### config.mk
export PLATFORM = sky130hd
export DESIGN_NAME = ram_dump_reader
export DESIGN_NICKNAME = d
export VERILOG_FILES = /design/src/rtl/ram_dump_reader.sv
export SDC_FILE = /design/constraint.sdc
export NUM_CORES = 1
export LEC_CHECK = 0
export BUFFER_PORTS_ARGS = -buffer_cell sky130_fd_sc_hd__buf_2
export CAP_MARGIN = 20
export CORE_AREA = 2 2 159 161
export CTS_CLUSTER_DIAMETER = 60
export CTS_CLUSTER_SIZE = 16
export DETAILED_ROUTE_END_ITERATION = 12
export DIE_AREA = 0 0 161 163
export PLACE_DENSITY_LB_ADDON = 0.3
export SETUP_SLACK_MARGIN = 0.4
export SLEW_MARGIN = 40
export SYNTH_ARGS = -nofsm -noshare
export SYNTH_HDL_FRONTEND = slang
export SYNTH_SLANG_ARGS = --single-unit
### constraint.sdc
create_clock -name i_clk -period 3.2 [get_ports i_clk]
set_input_delay 0.32 -clock i_clk [delete_from_list [all_inputs] [get_ports i_clk]]
set_output_delay 0.32 -clock i_clk [all_outputs]
set_load 0.02 [all_outputs]
### src/rtl/ram_dump_reader.sv
// ram_dump_reader: reads a block of consecutive RAM words and streams them out over valid/ready.
// Latency: one RD cycle + READ_LATENCY-1 wait cycles + one OUT cycle per word (ready held high).
// Backpressure: a word is held stable in OUT until accepted; no new RAM read is issued while it is held.
// Optional feature: define DUMP_CHECKSUM_EN to build the XOR checksum accumulator (else checksum = 0).

module ram_dump_reader #(
   parameter int ADDR_W       = 64,
   parameter int DATA_W       = 64,
   parameter int CNT_W        = 16,
   parameter int ADDR_STEP    = 1,
   parameter int READ_LATENCY = 1
) (
   input  logic              i_clk,
   input  logic              i_reset_n,
   input  logic              i_start,
   input  logic [ADDR_W-1:0] i_start_addr,
   input  logic [CNT_W-1:0]  i_word_count,
   output logic              o_busy,
   output logic              o_done,
   output logic              o_ram_cs,
   output logic              o_ram_we,
   output logic              o_ram_oe,
   output logic [ADDR_W-1:0] o_ram_addr,
   input  logic [DATA_W-1:0] i_ram_rdata,
   output logic              o_dump_valid,
   input  logic              i_dump_ready,
   output logic [ADDR_W-1:0] o_dump_addr,
   output logic [DATA_W-1:0] o_dump_data,
   output logic [DATA_W-1:0] o_checksum
);

   // S_ZERO gives an empty block the same two-cycle busy window as the start-to-done path expects
   typedef enum logic [2:0] {
      S_IDLE = 3'd0,
      S_RD   = 3'd1,
      S_WT   = 3'd2,
      S_OUT  = 3'd3,
      S_FIN  = 3'd4,
      S_ZERO = 3'd5
   } state_t;

   localparam logic              LAT1    = (READ_LATENCY == 1);
   localparam logic [2:0]        WT_LOAD = (READ_LATENCY > 1) ? 3'(READ_LATENCY - 2) : 3'd0;
   localparam logic [ADDR_W-1:0] STEP    = ADDR_W'(ADDR_STEP);

   state_t            r_state;
   state_t            w_next;
   logic [ADDR_W-1:0] r_addr;
   logic [CNT_W-1:0]  r_rem;
   logic [2:0]        r_wait;
   logic [ADDR_W-1:0] r_dump_addr;
   logic [DATA_W-1:0] r_dump_data;
   logic              w_start_ok;
   logic              w_capture;
   logic              w_accept;

   // State register; reset aborts any block in flight without a done pulse
   always_ff @(posedge i_clk) begin
      if (!i_reset_n) begin
         r_state <= S_IDLE;
      end else begin
         r_state <= w_next;
      end
   end

   // Next-state and strobe decode
   always_comb begin
      w_next     = r_state;
      w_start_ok = 1'b0;
      w_capture  = 1'b0;
      w_accept   = 1'b0;
      case (r_state)
         S_IDLE: begin
            if (i_start) begin
               w_start_ok = 1'b1;
               w_next     = (i_word_count == '0) ? S_ZERO : S_RD;
            end
         end
         S_ZERO: w_next = S_FIN;
         S_RD: begin
            if (LAT1) begin
               w_capture = 1'b1;
               w_next    = S_OUT;
            end else begin
               w_next = S_WT;
            end
         end
         S_WT: begin
            if (r_wait == 3'd0) begin
               w_capture = 1'b1;
               w_next    = S_OUT;
            end
         end
         S_OUT: begin
            if (i_dump_ready) begin
               w_accept = 1'b1;
               w_next   = (r_rem == CNT_W'(1)) ? S_FIN : S_RD;
            end
         end
         S_FIN:   w_next = S_IDLE;
         default: w_next = S_IDLE;
      endcase
   end

   // Address/count tracking, read-latency wait counter and dump word capture
   always_ff @(posedge i_clk) begin
      if (!i_reset_n) begin
         r_addr      <= '0;
         r_rem       <= '0;
         r_wait      <= 3'd0;
         r_dump_addr <= '0;
         r_dump_data <= '0;
      end else begin
         if (w_start_ok) begin
            r_addr <= i_start_addr;
            r_rem  <= i_word_count;
         end
         if (r_state == S_RD) begin
            r_wait <= WT_LOAD;
         end else if (r_state == S_WT) begin
            r_wait <= r_wait - 3'd1;
         end
         if (w_capture) begin
            r_dump_data <= i_ram_rdata;
            r_dump_addr <= r_addr;
         end
         if (w_accept) begin
            r_addr <= r_addr + STEP;
            r_rem  <= r_rem - CNT_W'(1);
         end
      end
   end

`ifdef DUMP_CHECKSUM_EN
   logic [DATA_W-1:0] r_csum;

   // XOR of every accepted word; cleared on accepted start, held after done
   always_ff @(posedge i_clk) begin
      if (!i_reset_n) begin
         r_csum <= '0;
      end else if (w_start_ok) begin
         r_csum <= '0;
      end else if (w_accept) begin
         r_csum <= r_csum ^ r_dump_data;
      end
   end

   assign o_checksum = r_csum;
`else
   assign o_checksum = '0;
`endif

   assign o_busy       = (r_state != S_IDLE);
   assign o_done       = (r_state == S_FIN);
   assign o_ram_cs     = (r_state == S_RD);
   assign o_ram_oe     = (r_state == S_RD);
   assign o_ram_we     = 1'b0;
   assign o_ram_addr   = r_addr;
   assign o_dump_valid = (r_state == S_OUT);
   assign o_dump_addr  = r_dump_addr;
   assign o_dump_data  = r_dump_data;

endmodule
=== Word level (Yosys, flattened, before mapping) ===
Cells that the tools add are included.

* Output and inout port bits: 262
* Flip-flop bits (word level): 214

* Multiplexer cells: 16
* Reduce and logical (&&, ||, !) cells: 7
* $add $sub $neg: 3
* Bitwise logic cells: 1
* Equality and inequality tests: 9

{| class="wikitable"
|+ Operator list
! cell !! number
|-
| 2-to-1 mux 64 bit || 2
|-
| adder 64 x 1 -> 64 bit (second input constant) || 1
|-
| 2-to-1 mux 16 bit || 2
|-
| == test 16 x 1 -> 1 bit (second input constant) || 1
|-
| logical NOT 16 bit || 1
|-
| subtractor 16 x 1 -> 16 bit (second input constant) || 1
|-
| 2-to-1 mux 3 bit || 5
|-
| case mux 3 bit (5 select lines) || 1
|-
| == test 3 x 2 -> 1 bit (second input constant) || 2
|-
| == test 3 bit (second input constant) || 2
|-
| logical NOT 3 bit || 2
|-
| 2-to-1 mux 1 bit || 5
|-
| inequality test 2 bit (second input constant) || 2
|-
| == test 3 x 1 -> 1 bit (second input constant) || 1
|-
| AND reduction 3 bit || 1
|-
| nonzero test 3 bit || 1
|-
| subtractor 3 x 1 -> 3 bit (second input constant) || 1
|-
| inequality test 2 x 1 -> 1 bit (second input constant) || 1
|-
| case mux 1 bit (2 select lines) || 1
|-
| nonzero test 2 bit || 1
|-
| OR reduction 2 bit || 1
|-
| inverter 1 bit || 1
|}

=== Longest topological paths before layout ===
Gate-level depths: netlist (run 1).

* Depth after elaboration: 4
* Gate-level depth with buffers: 8
* Mapped depth without buffers: 8

=== Worst setup path after synthesis (run 1) ===
No wires, ideal clock.

* Kind: reg-to-reg
* Start: register r_addr[0] (netlist: o_ram_addr[0])
* End: register r_addr[42] (netlist: o_ram_addr[42])
* Buffers on the path: 1
* Slack: 0.813 ns
* Data arrival time: 2.272 ns
* Cell stages (with the launch flop): 9
* Cell sequence: dfxtp_1 > ha_1 > nand3_1 > or4_1 > clkbuf_1 > nor4_4 > nand4_1 > and3_1 > o21a_1

* Word-level cells in the longest chain between the ends: 2

{| class="wikitable"
|+ Ends and longest elaborated chain
! item !! RTL line !! source
|-
| start: declaration || 48 || <nowiki>logic [ADDR_W-1:0] r_addr;</nowiki>
|-
| start signal: assignment || 115 || <nowiki>r_addr <= i_start_addr;</nowiki>
|-
| start signal: assignment || 128 || <nowiki>r_addr <= r_addr + STEP;</nowiki>
|-
| adder 64 x 1 -> 64 bit || 128 ||
|-
| 2-to-1 mux 64 bit || 127 || <nowiki>if (w_accept) begin</nowiki>
|}

No other way between the ends.
A chain may end at the register's enable or synchronous reset.

=== Worst setup path in the final report (run 1) ===
* Start: register r_state[1]
* End: register r_addr[42] (netlist: o_ram_addr[42])

* Word-level cells in the longest chain between the ends: 3
* Elaborated cells between the ends (all ways): 6
* Those cells by class: 1 x eq/ne; 3 x mux; 2 x reduce/logical

{| class="wikitable"
|+ Ends and longest elaborated chain
! item !! RTL line !! source
|-
| start: declaration || 46 || <nowiki>state_t r_state;</nowiki>
|-
| start signal: assignment || 62 || <nowiki>r_state <= w_next;</nowiki>
|-
| == test 3 x 2 -> 1 bit / logical NOT 3 bit (equally long branches) || 72 || <nowiki>case (r_state)</nowiki>
|-
| 2-to-1 mux 1 bit || 72 ||
|-
| 2-to-1 mux 64 bit / nonzero test 2 bit (equally long branches) || -- ||
|}

Parallel ways exist; a longest one is shown, timed or not.

==> metrics, run 1 <==
status finished, final reports clean; TritonRoute pass-1 iters 6; CP Cell Sequence nand4b_1, buf_12, or4_1, nor4_4, nand4_1, and3_1, o21a_1; TritonCTS Buffers 22; clock tree sinks about 210; Placer Congestion 0.866; sequential share of the synthesized area 0.431; most common cell after layout, fill and taps aside buf_2; IO buf count 344; nets between 1500 and 2000; CP max FO 40; DP HPWL 24800 um; Die W 161 um; Worst EP required approximately 3.6 ns; largest net degree at the start of global routing 96; CTS tree yes; DR iter-0 viols 984; cell area after synthesis 9930 um2; fraction of layout cells with a size suffix above 1 0.262; Unique masters post-synth 64; leakage about 5.3 nW; Peak VDD IR ~0.00036 V; Setup crit end kind register; Critical Path AT 3.02 ns; Clock transition at path regs about 0.07 ns; first-pass GRT wire length 52600 um; DRC violations left 0; Layout area overhead 25.6%; core area 24700 um2; post-layout minimum cycle time 2.61 ns; Worst Setup Path Type register to register; total wire length 34600 um; filler instances 2453; Rel. slew slack 0.525; GRT overflow 0; maximum clock path buffer count 3; row count 58; fin. max-slew vios 0; I/O Pins 410; routed vias between 10000 and 15000; initial antenna violation count 7; measured slew at the worst slew-check pin 0.706 ns; warnings from Yosys 0; Tot Pwr 7.23 mW; worst skew pair latency just over 0.5 ns; clk root buf clkbuf_16; Power Dens Cells ~580 nW/um2; Die ar. 26200 um2; most frequent cells in the layout buf_2 (344), nand2_1 (332), dfxtp_1 (212); final period utilization 0.815; Yosys reg bits around 210; Post-CTS Setup Inserts 0; Max stage delay on crit path between 0.7 and 0.8 ns; Cells after Synth 1292; Final setup viols 0; Post-CTS Hold Fix Bufs 0; worst min path class input port to register; Post-synth EDFFs 0; Initial Util 0.403; setup TNS 0 ns; Routed wire per std cell 17.9 um; fraction of registers with async set/reset 0; antenna-violating nets left 0; Avg Vias per Cell 5.31; Top Family by Delay on Critical Path simple AND/OR/NAND/NOR gates; predominant post-synthesis flop cell dfxtp_1; Final Hold Viols 0; Slowest-stage cell, CP or4_1; maximum clock rate 383 MHz; RSZ-0062 raised after global routing no; H-tree levels 1; Clock Skews ~0.014 ns; Buf+Inv Stages, Crit Path 1; average cell area after synthesis a little under 8 um2; vias in the first global route 9289; Critical Path Start Type register; Global Route Usage Sum 0.249; die height 163 um; Max Cap Viol 0
==> synthesized netlist by cell type (3+ instances only) <==
cell type	n	share of area
nor4_1	22	0.014
o21a_1	11	0.0083
a22oi_1	14	0.011
clkbuf_2	3	0.0015
a221oi_1	5	0.0044
and3_1	12	0.0076
clkbuf_1	71	0.027
nand2b_1	3	0.0019
nor4_4	3	0.0064
o21ai_0	19	0.0096
o211ai_1	17	0.013
a2bb2oi_1	8	0.0071
nand4_1	26	0.016
a31oi_1	6	0.0038
o41ai_1	5	0.0044
nand2_1	333	0.13
buf_2	3	0.0015
nor2_1	47	0.018
or2_2	4	0.0025
a21oi_1	201	0.10
buf_4	66	0.050
and2_1	4	0.0025
buf_1	5	0.0019
mux2i_1	5	0.0050
ha_1	5	0.0063
nor3_1	24	0.012
and4_1	6	0.0053
o22ai_1	6	0.0038
o31a_1	3	0.0026
o311ai_0	3	0.0026
inv_1	18	0.0068
nand3_1	47	0.024
a211oi_1	3	0.0023
nand4b_1	3	0.0026
dfxtp_1	214	0.43
xor2_1	6	0.0053
or3_1	13	0.0082
a311oi_1	4	0.0035
a21boi_0	5	0.0038
or4_1	5	0.0038
xnor2_1	6	0.0053
==> report_power, final <==
part	switching (mW)	leakage, nW	internal, mW	total [mW]
logic	0.941	3.22	0.436	1.38
registers	0.199	1.75	2.86	3.06
clock network	1.20	0.372	1.58	2.79
total	2.34	5.34	4.88	7.23
==> area by class of cell <==
cell class	count	area (um2)	area share
flip-flops and latches	214	4290	0.344
multi-input cells	975	5020	0.402
inverters	18	72.6	0.00582
clock inverters	14	199	0.0159
diodes	4	10.0	0.000802
clock buffers	23	576	0.0461
repair buffers	361	1900	0.152
well taps	330	413	0.0331
==> kinds of logic (layout without fill, tap and decap cells) <==
family	Yosys count	after routing	share of synthesized area
AOI/OAI and AO/OA	323	323	0.193
xor gates and xnor gates	12	12	0.0106
adders and majority gates	5	5	0.00630
buffers and inverters	167	416	0.0896
DFF	214	214	0.431
muxes	5	5	0.00504
other	1	69	0.000378
and+or+nand+nor	565	565	0.264
==> worst paths after layout <==
path | startpoint | to | slack, ns | depth (start not counted)
max | r_state[1]$_SDFFE_PN0P_ | o_ram_addr[42]$_SDFFE_PN0P_ | 0.59 | 7
min | i_ram_rdata[28] | o_dump_data[28]$_SDFFE_PN0P_ | 0.04 | 3
max reg2reg | r_state[1]$_SDFFE_PN0P_ | o_ram_addr[42]$_SDFFE_PN0P_ | 0.59 | 7
min reg2reg | o_dump_data[1]$_SDFFE_PN0P_ | o_dump_data[1]$_SDFFE_PN0P_ | 0.45 | 2
==> stage by stage <==
stage | util | setup slack (ns) | hold WS [ns] | cell area [um2] | instances
2_1_floorplan | - | 0.813 | 0.436 | 10200 | 1356
3_3_place_gp | 0.474 | 0.536 | 0.438 | 11700 | 1898
3_5_place_dp | 0.474 | 0.483 | 0.443 | 11700 | 1898
4_1_cts | 0.505 | 0.453 | 0.0234 | 12500 | 1935
5_1_grt | 0.506 | 0.454 | 0.0359 | 12500 | 1937
6_report | 0.506 | 0.592 | 0.0385 | 12500 | 1939
==> metal layers <==
| layer | global-route usage | vias up | wire (um) |
|---|---|---|---|
| met1 | 0.336 | 4810 | 15000 |
| met5 | 0 | - | 34 |
| li1 | - | 4987 | - |
| met4 | 0.0593 | 6 | 761 |
| met2 | 0.411 | 447 | 16200 |
| met3 | 0.0484 | 54 | 2660 |
==> worst register-to-register path, delay by kind of cell (launching register included) <==
| family | cells | cell delay (ns) |
|---|---|---|
| AO/OA/AOI/OAI | 1 | 0.17 |
| buffers and inverters | 1 | 0.22 |
| AND/OR/NAND/NOR | 5 | 1.64 |
| flip-flops | 1 | 0.47 |
==> sequential cells by signal (all words and copies together) (netlist names) <==
| register | cells |
|---|---|
| o_dump_addr | 64 |
| o_dump_data | 64 |
| o_ram_addr | 64 |
| r_rem | 16 |
| r_state | 3 |
| r_wait | 3 |
==> repair_timing <==
action	4_1_cts	5_1_grt
endpoints found under the hold margin	0	0
setup endpoints to repair	0	6
resized for setup	0	2
No activity file was read; power rests on OpenSTA's default activity.
==> run 2, diff against run 1 <==
--- a/config.mk
+++ b/config.mk
@@ -7,11 +7,11 @@
 export LEC_CHECK = 0
 export BUFFER_PORTS_ARGS = -buffer_cell sky130_fd_sc_hd__buf_2
 export CAP_MARGIN = 20
-export CORE_AREA = 2 2 159 161
+export CORE_AREA = 2 2 158 160
 export CTS_CLUSTER_DIAMETER = 60
 export CTS_CLUSTER_SIZE = 16
 export DETAILED_ROUTE_END_ITERATION = 12
-export DIE_AREA = 0 0 161 163
+export DIE_AREA = 0 0 160 162
 export PLACE_DENSITY_LB_ADDON = 0.3
 export SETUP_SLACK_MARGIN = 0.4
 export SLEW_MARGIN = 40
==> constraint.sdc (replaced) <==
create_clock -name i_clk -period 2.3 [get_ports i_clk]
set_input_delay 0.23 -clock i_clk [delete_from_list [all_inputs] [get_ports i_clk]]
set_output_delay 0.23 -clock i_clk [all_outputs]
set_load 0.02 [all_outputs]
==> metrics, run 2 (same netlist as run 1, synthesis figures left out) <==
first-pass GRT wire length about 60000 um; reg2reg start o_ram_addr[1]$_SDFFE_PN0P_; most common cell after layout, fill and taps aside buf_2; die height ~160 um; GR Layer Usage met2 0.498; nets a little over 2000; TritonRoute pass-1 iters 5; measured slew at the worst slew-check pin approximately 0.67 ns; Max Cap Viol 0; Final setup viols 0; Critical Path AT between 2 and 3 ns; Clock transition at path regs 0.07 ns; largest net degree at the start of global routing approximately 70; Rel. slew slack 0.552; clock tree sinks 214; final period utilization 0.961; maximum clock path buffer count 3; I/O Pins 410; vias in the first global route 10900; Worst Reg-to-Reg Cells 8; clk root buf clkbuf_16; Avg Vias per Cell 5.50; H-tree levels 1; Hold Path End o_ram_addr[19]$_SDFFE_PN0P_; status finished with violations; TritonCTS Buffers 22; maximum clock rate 452 MHz; Die W 160 um; Clock Skews around 0.016 ns; routed vias around 12000; DR iter-0 viols between 1000 and 1500; GR Layer Usage met1 0.355; Placer Congestion 0.897; CP max FO 4; Peak VDD IR 0.000629 V; post-layout minimum cycle time 2.21 ns; Final Hold Viols 3; Top Family by Delay on Critical Path simple AND/OR/NAND/NOR gates; Initial Util 0.412; GRT met3 Usage 0.0511; hold depth 3; initial antenna violation count 2; worst min path class input port to register; worst skew pair latency around 0.53 ns; setup ws final 0.0897 ns; Power Dens Cells 683 nW/um2; DRC violations left 0; busiest grt layer met2; Setup crit end kind register; most frequent cells in the layout buf_2 (344), nand2_1 (322), a21oi_1 (197); Max stage delay on crit path 0.54 ns; Worst Setup Path Type register to register; Slowest-stage cell, CP or4_4; Routed wire per std cell slightly below 20 um; reg2reg setup slack 0.09 ns; failing checks hold timing; antenna-violating nets left 0; Worst EP required roughly 2.7 ns; CTS tree yes; core area 24100 um2; leakage between 7 and 8 nW; Buf+Inv Stages, Crit Path 1; GRT overflow 0; row count 57; DP HPWL about 26000 um; hold_sp i_start_addr[19]; fraction of layout cells with a size suffix above 1 0.386; setup TNS 0 ns; Worst Setup SP o_ram_addr[1]$_SDFFE_PN0P_; pre-CTS setup slack 0.0161 ns; Die ar. approximately 26000 um2; Global Route Usage Sum 0.289; Layout area overhead 59.9%; Core Util, Final 0.659; Critical Path Start Type register; worst r2r dst o_ram_addr[30]$_SDFFE_PN0P_; total wire length 43600 um; RSZ-0062 raised after global routing yes; Tot Pwr about 11 mW; WHS -0.0144 ns; CP Cell Sequence ha_4, nand3_4, or4_4, buf_4, nor3_4, nand2_2, or3_1, a31oi_1; IO buf count 344; fin. max-slew vios 0
-- run 2: cell count changes in the layout (fill, tap and decap cells not counted), sizes merged, moves of 2 or more --
cell,previous run,this run
a21o,2,5
buf,361,521
clkbuf,23,33
clkinvlp,2,0
dlygate4sd3,0,98
-- run 2: how the worst max path moves through the flow --
| stage | to | cells after the start | slack [ns] |
|---|---|---|---|
| final | o_ram_addr[30]$_SDFFE_PN0P_ | 8 | 0.09 |
| after global routing | o_ram_addr[30]$_SDFFE_PN0P_ | 8 | 0.04 |
| after CTS | o_ram_addr[34]$_SDFFE_PN0P_ | 7 | 0.20 |
| after detailed placement | o_ram_addr[60]$_SDFFE_PN0P_ | 5 | 0.02 |
| after global placement | o_ram_addr[60]$_SDFFE_PN0P_ | 5 | 0.13 |
| after floorplan | o_ram_addr[60]$_SDFFE_PN0P_ | 6 | 0.20 |
-- run 2: cell type report --
class                           instances  area (um2)
Fill cell                            1991        8220
Multi-Input combinational cell        978        5700
Tap cell                              324         405
Antenna cell                            3        7.51
Clock inverter                         13         183
Clock buffer                           26         576
Sequential cell                       214        4400
Inverter                               18        72.6
Timing Repair Buffer                  626        4540
-- run 2: through the flow --
| stage | instance area (um2) | instances |
|---|---|---|
| final | 15900 | 2202 |
| after floorplan | 10300 | 1356 |
| after global routing | 15900 | 2200 |
| after global placement | 12200 | 1940 |
| after CTS | 14700 | 2136 |
| after detailed placement | 12200 | 1940 |
-- run 2: metal layers --
layer | vias to the layer above | wire (um) | part of all wire
li1 | 5562 | - | -
met1 | 5697 | 16600 | 0.38
met2 | 684 | 21000 | 0.48
met3 | 155 | 3590 | 0.082
met4 | 2 | 2390 | 0.055
met5 | - | 13 | 0.00030
-- run 2: worst min-delay path, cell delays in order --
cell and delay [ns]:
buf_2 0.08, a21oi_1 0.05, a21oi_1 0.12
-- run 2: power by group --
group          total, mW  internal, mW  leakage [nW]  switching (mW)
clock network       3.80          2.09         0.369            1.71
registers           4.21          3.97          1.77           0.236
logic               2.84          1.13          4.90            1.71
total               10.9          7.19          7.05            3.66
-- run 2: what timing repair did --
item / 4_1_cts / 5_1_grt
gates cloned: 4 / 10
endpoints found under the setup margin: 151 / 174
endpoints found under the hold margin: 97 / 1
hold buffers: 97 / 1
pin swaps: 44 / 65
resized for setup: 79 / 116
setup buffers: 56 / 52
==> run 3, diff against run 2 <==
==> config.mk (replaced) <==
export PLATFORM = sky130hd
export DESIGN_NAME = ram_dump_reader
export DESIGN_NICKNAME = d
export VERILOG_FILES = /design/src/rtl/ram_dump_reader.sv
export SDC_FILE = /design/constraint.sdc
export NUM_CORES = 1
export LEC_CHECK = 0
export CAP_MARGIN = 20
export CORE_AREA = 2 2 159 161
export CTS_CLUSTER_DIAMETER = 60
export CTS_CLUSTER_SIZE = 16
export DETAILED_ROUTE_END_ITERATION = 12
export DIE_AREA = 0 0 161 163
export DONT_BUFFER_PORTS = 1
export PLACE_DENSITY_LB_ADDON = 0.3
export SLEW_MARGIN = 40
export SYNTH_ARGS = -nofsm -noshare
export SYNTH_HDL_FRONTEND = slang
export SYNTH_SLANG_ARGS = --single-unit
==> metrics, run 3 (same netlist as run 1, synthesis figures left out) <==
initial antenna violation count 1; I/O Pins 410; reg2reg start o_ram_addr[12]$_SDFFE_PN0P_; Initial Util 0.403; post-layout minimum cycle time approximately 2.2 ns; post-route cell area 12900 um2; hold depth 3; Worst Setup Path Type register to register; hold_sp i_start_addr[60]; Clock transition at path regs 0.07 ns; row count 58; Tot Pwr 9.93 mW; final period utilization 0.965; fraction of layout cells with a size suffix above 1 0.123; DRC violations left 0; die height 163 um; combinational power share 0.186; CP max FO 7; nets 1642; area occupied by multi-input gates around 5000 um2; Placed Instances 1646; most common cell after layout, fill and taps aside nand2_1; sequential power share 0.444; IO buf count 0; Routed wire per std cell 19.5 um; vias in the first global route about 9100; largest net degree at the start of global routing 89; Max Cap Viol 0; Worst EP required 2.72 ns; net switching power 3.26 mW; Layout area overhead 30.2%; status finished, final reports clean; Peak VDD IR 0.000553 V; GRT overflow 0; Final setup viols 0; routed vias 10100; Worst Reg-to-Reg Cells 6; DP HPWL 24500 um; Hold Path End o_ram_addr[60]$_SDFFE_PN0P_; DR iter-0 viols between 700 and 800; Finished Layout Cells 1833; Avg Vias per Cell 5.53; Pint approximately 6.7 mW; Rel. slew slack 0.561; TritonRoute pass-1 iters 5; FF+latch area about 4300 um2; placed instance area between 10000 and 15000 um2; Sw Ratio 0.329; H-tree levels 1; worst r2r dst o_ram_addr[42]$_SDFFE_PN0P_; filler instances around 2400; Die ar. about 26000 um2; Power Dens Cells 767 nW/um2; core area 24700 um2; clk root buf clkbuf_16; total wire length 35800 um; Clock Skews 0.0194 ns; Critical Path Start Type register; fin. max-slew vios 0; CTS tree yes; Global Route Usage Sum 0.249; worst min path class input port to register; antenna-violating nets left 0; reg2reg setup slack 0.08 ns; Critical Path AT 2.64 ns; setup TNS 0 ns; worst skew pair latency about 0.53 ns; Setup crit end kind register; measured slew at the worst slew-check pin 0.658 ns; Placer Congestion 0.866; Die W between 150 and 200 um; clock share of power 0.370; first-pass GRT wire length 52600 um; Final Hold Viols 0; maximum clock path buffer count 3; maximum clock rate ~450 MHz; TritonCTS Buffers 22; Core Util, Final 0.524; clock tree sinks 214; most frequent cells in the layout nand2_1 (332), dfxtp_1 (207), a21oi_1 (200); leakage 4.83 nW
[run 3: worst max-delay path by stage]
stage                                      from  slack, ns                     endpoint
global route         o_ram_addr[0]$_SDFFE_PN0P_     -0.008  o_ram_addr[20]$_SDFFE_PN0P_
finish              o_ram_addr[12]$_SDFFE_PN0P_       0.08  o_ram_addr[42]$_SDFFE_PN0P_
CTS                  o_ram_addr[0]$_SDFFE_PN0P_       0.02  o_ram_addr[42]$_SDFFE_PN0P_
global placement     o_ram_addr[0]$_SDFFE_PN0P_       0.09  o_ram_addr[40]$_SDFFE_PN0P_
detailed placement   o_ram_addr[0]$_SDFFE_PN0P_       0.03  o_ram_addr[40]$_SDFFE_PN0P_
floorplan            o_ram_addr[0]$_SDFFE_PN0P_       0.03  o_ram_addr[42]$_SDFFE_PN0P_
[run 3: through the flow]
step                      worst slack (ns)  hold WS [ns]
after detailed placement            0.0349         0.361
after global placement              0.0851         0.352
after floorplan                     0.0272         0.346
after CTS                           0.0168       0.00172
final                               0.0802       0.00716
after global routing              -0.00836        0.0171
[run 3: critical path, cell delays in order, from the launching register on]
cell	delay, ns
dfxtp_2	0.36
nand4_4	0.16
or4_4	0.65
nor4_4	0.40
nand4_1	0.16
and3_1	0.21
o21a_1	0.17
[run 3: power groups by stage]
| stage | registers [mW] | clock network [mW] | logic [mW] |
|---|---|---|---|
| after global routing | 4.43 | 3.91 | 2.00 |
| after detailed placement | 4.48 | 0 | 1.57 |
| after CTS | 4.40 | 3.76 | 1.79 |
| final | 4.41 | 3.68 | 1.84 |
| after floorplan | 4.55 | 0 | 1.04 |
| after global placement | 4.47 | 0 | 1.54 |
[run 3: final cells by class]
| cell class | count | share of cell area |
|---|---|---|
| inverters | 18 | 0.00561 |
| repair buffers | 256 | 0.182 |
| flip-flops and latches | 214 | 0.332 |
| diodes | 1 | 0.000193 |
| multi-input cells | 977 | 0.392 |
| clock buffers | 25 | 0.0459 |
| clock inverters | 12 | 0.0105 |
| well taps | 330 | 0.0319 |
[run 3: per-layer routing]
layer | global-route usage | wire [um] | part of all wire | vias to the layer above
met5 | 0 | 0 | 0 | -
met3 | 0.0639 | 3380 | 0.094 | 58
met1 | 0.323 | 14600 | 0.41 | 4791
met4 | 0.0641 | 884 | 0.025 | 0
met2 | 0.414 | 17000 | 0.47 | 511
li1 | - | - | - | 4784
[run 3: repair_timing]
| item | CTS | global route |
|---|---|---|
| cloned | 0 | 2 |
| buffers inserted | 0 | 3 |
| endpoints found under the hold margin | 143 | 0 |
| pin swaps | 0 | 9 |
| resized for setup | 1 | 10 |
| hold buffers | 144 | 0 |
| endpoints found under the setup margin | 1 | 18 |
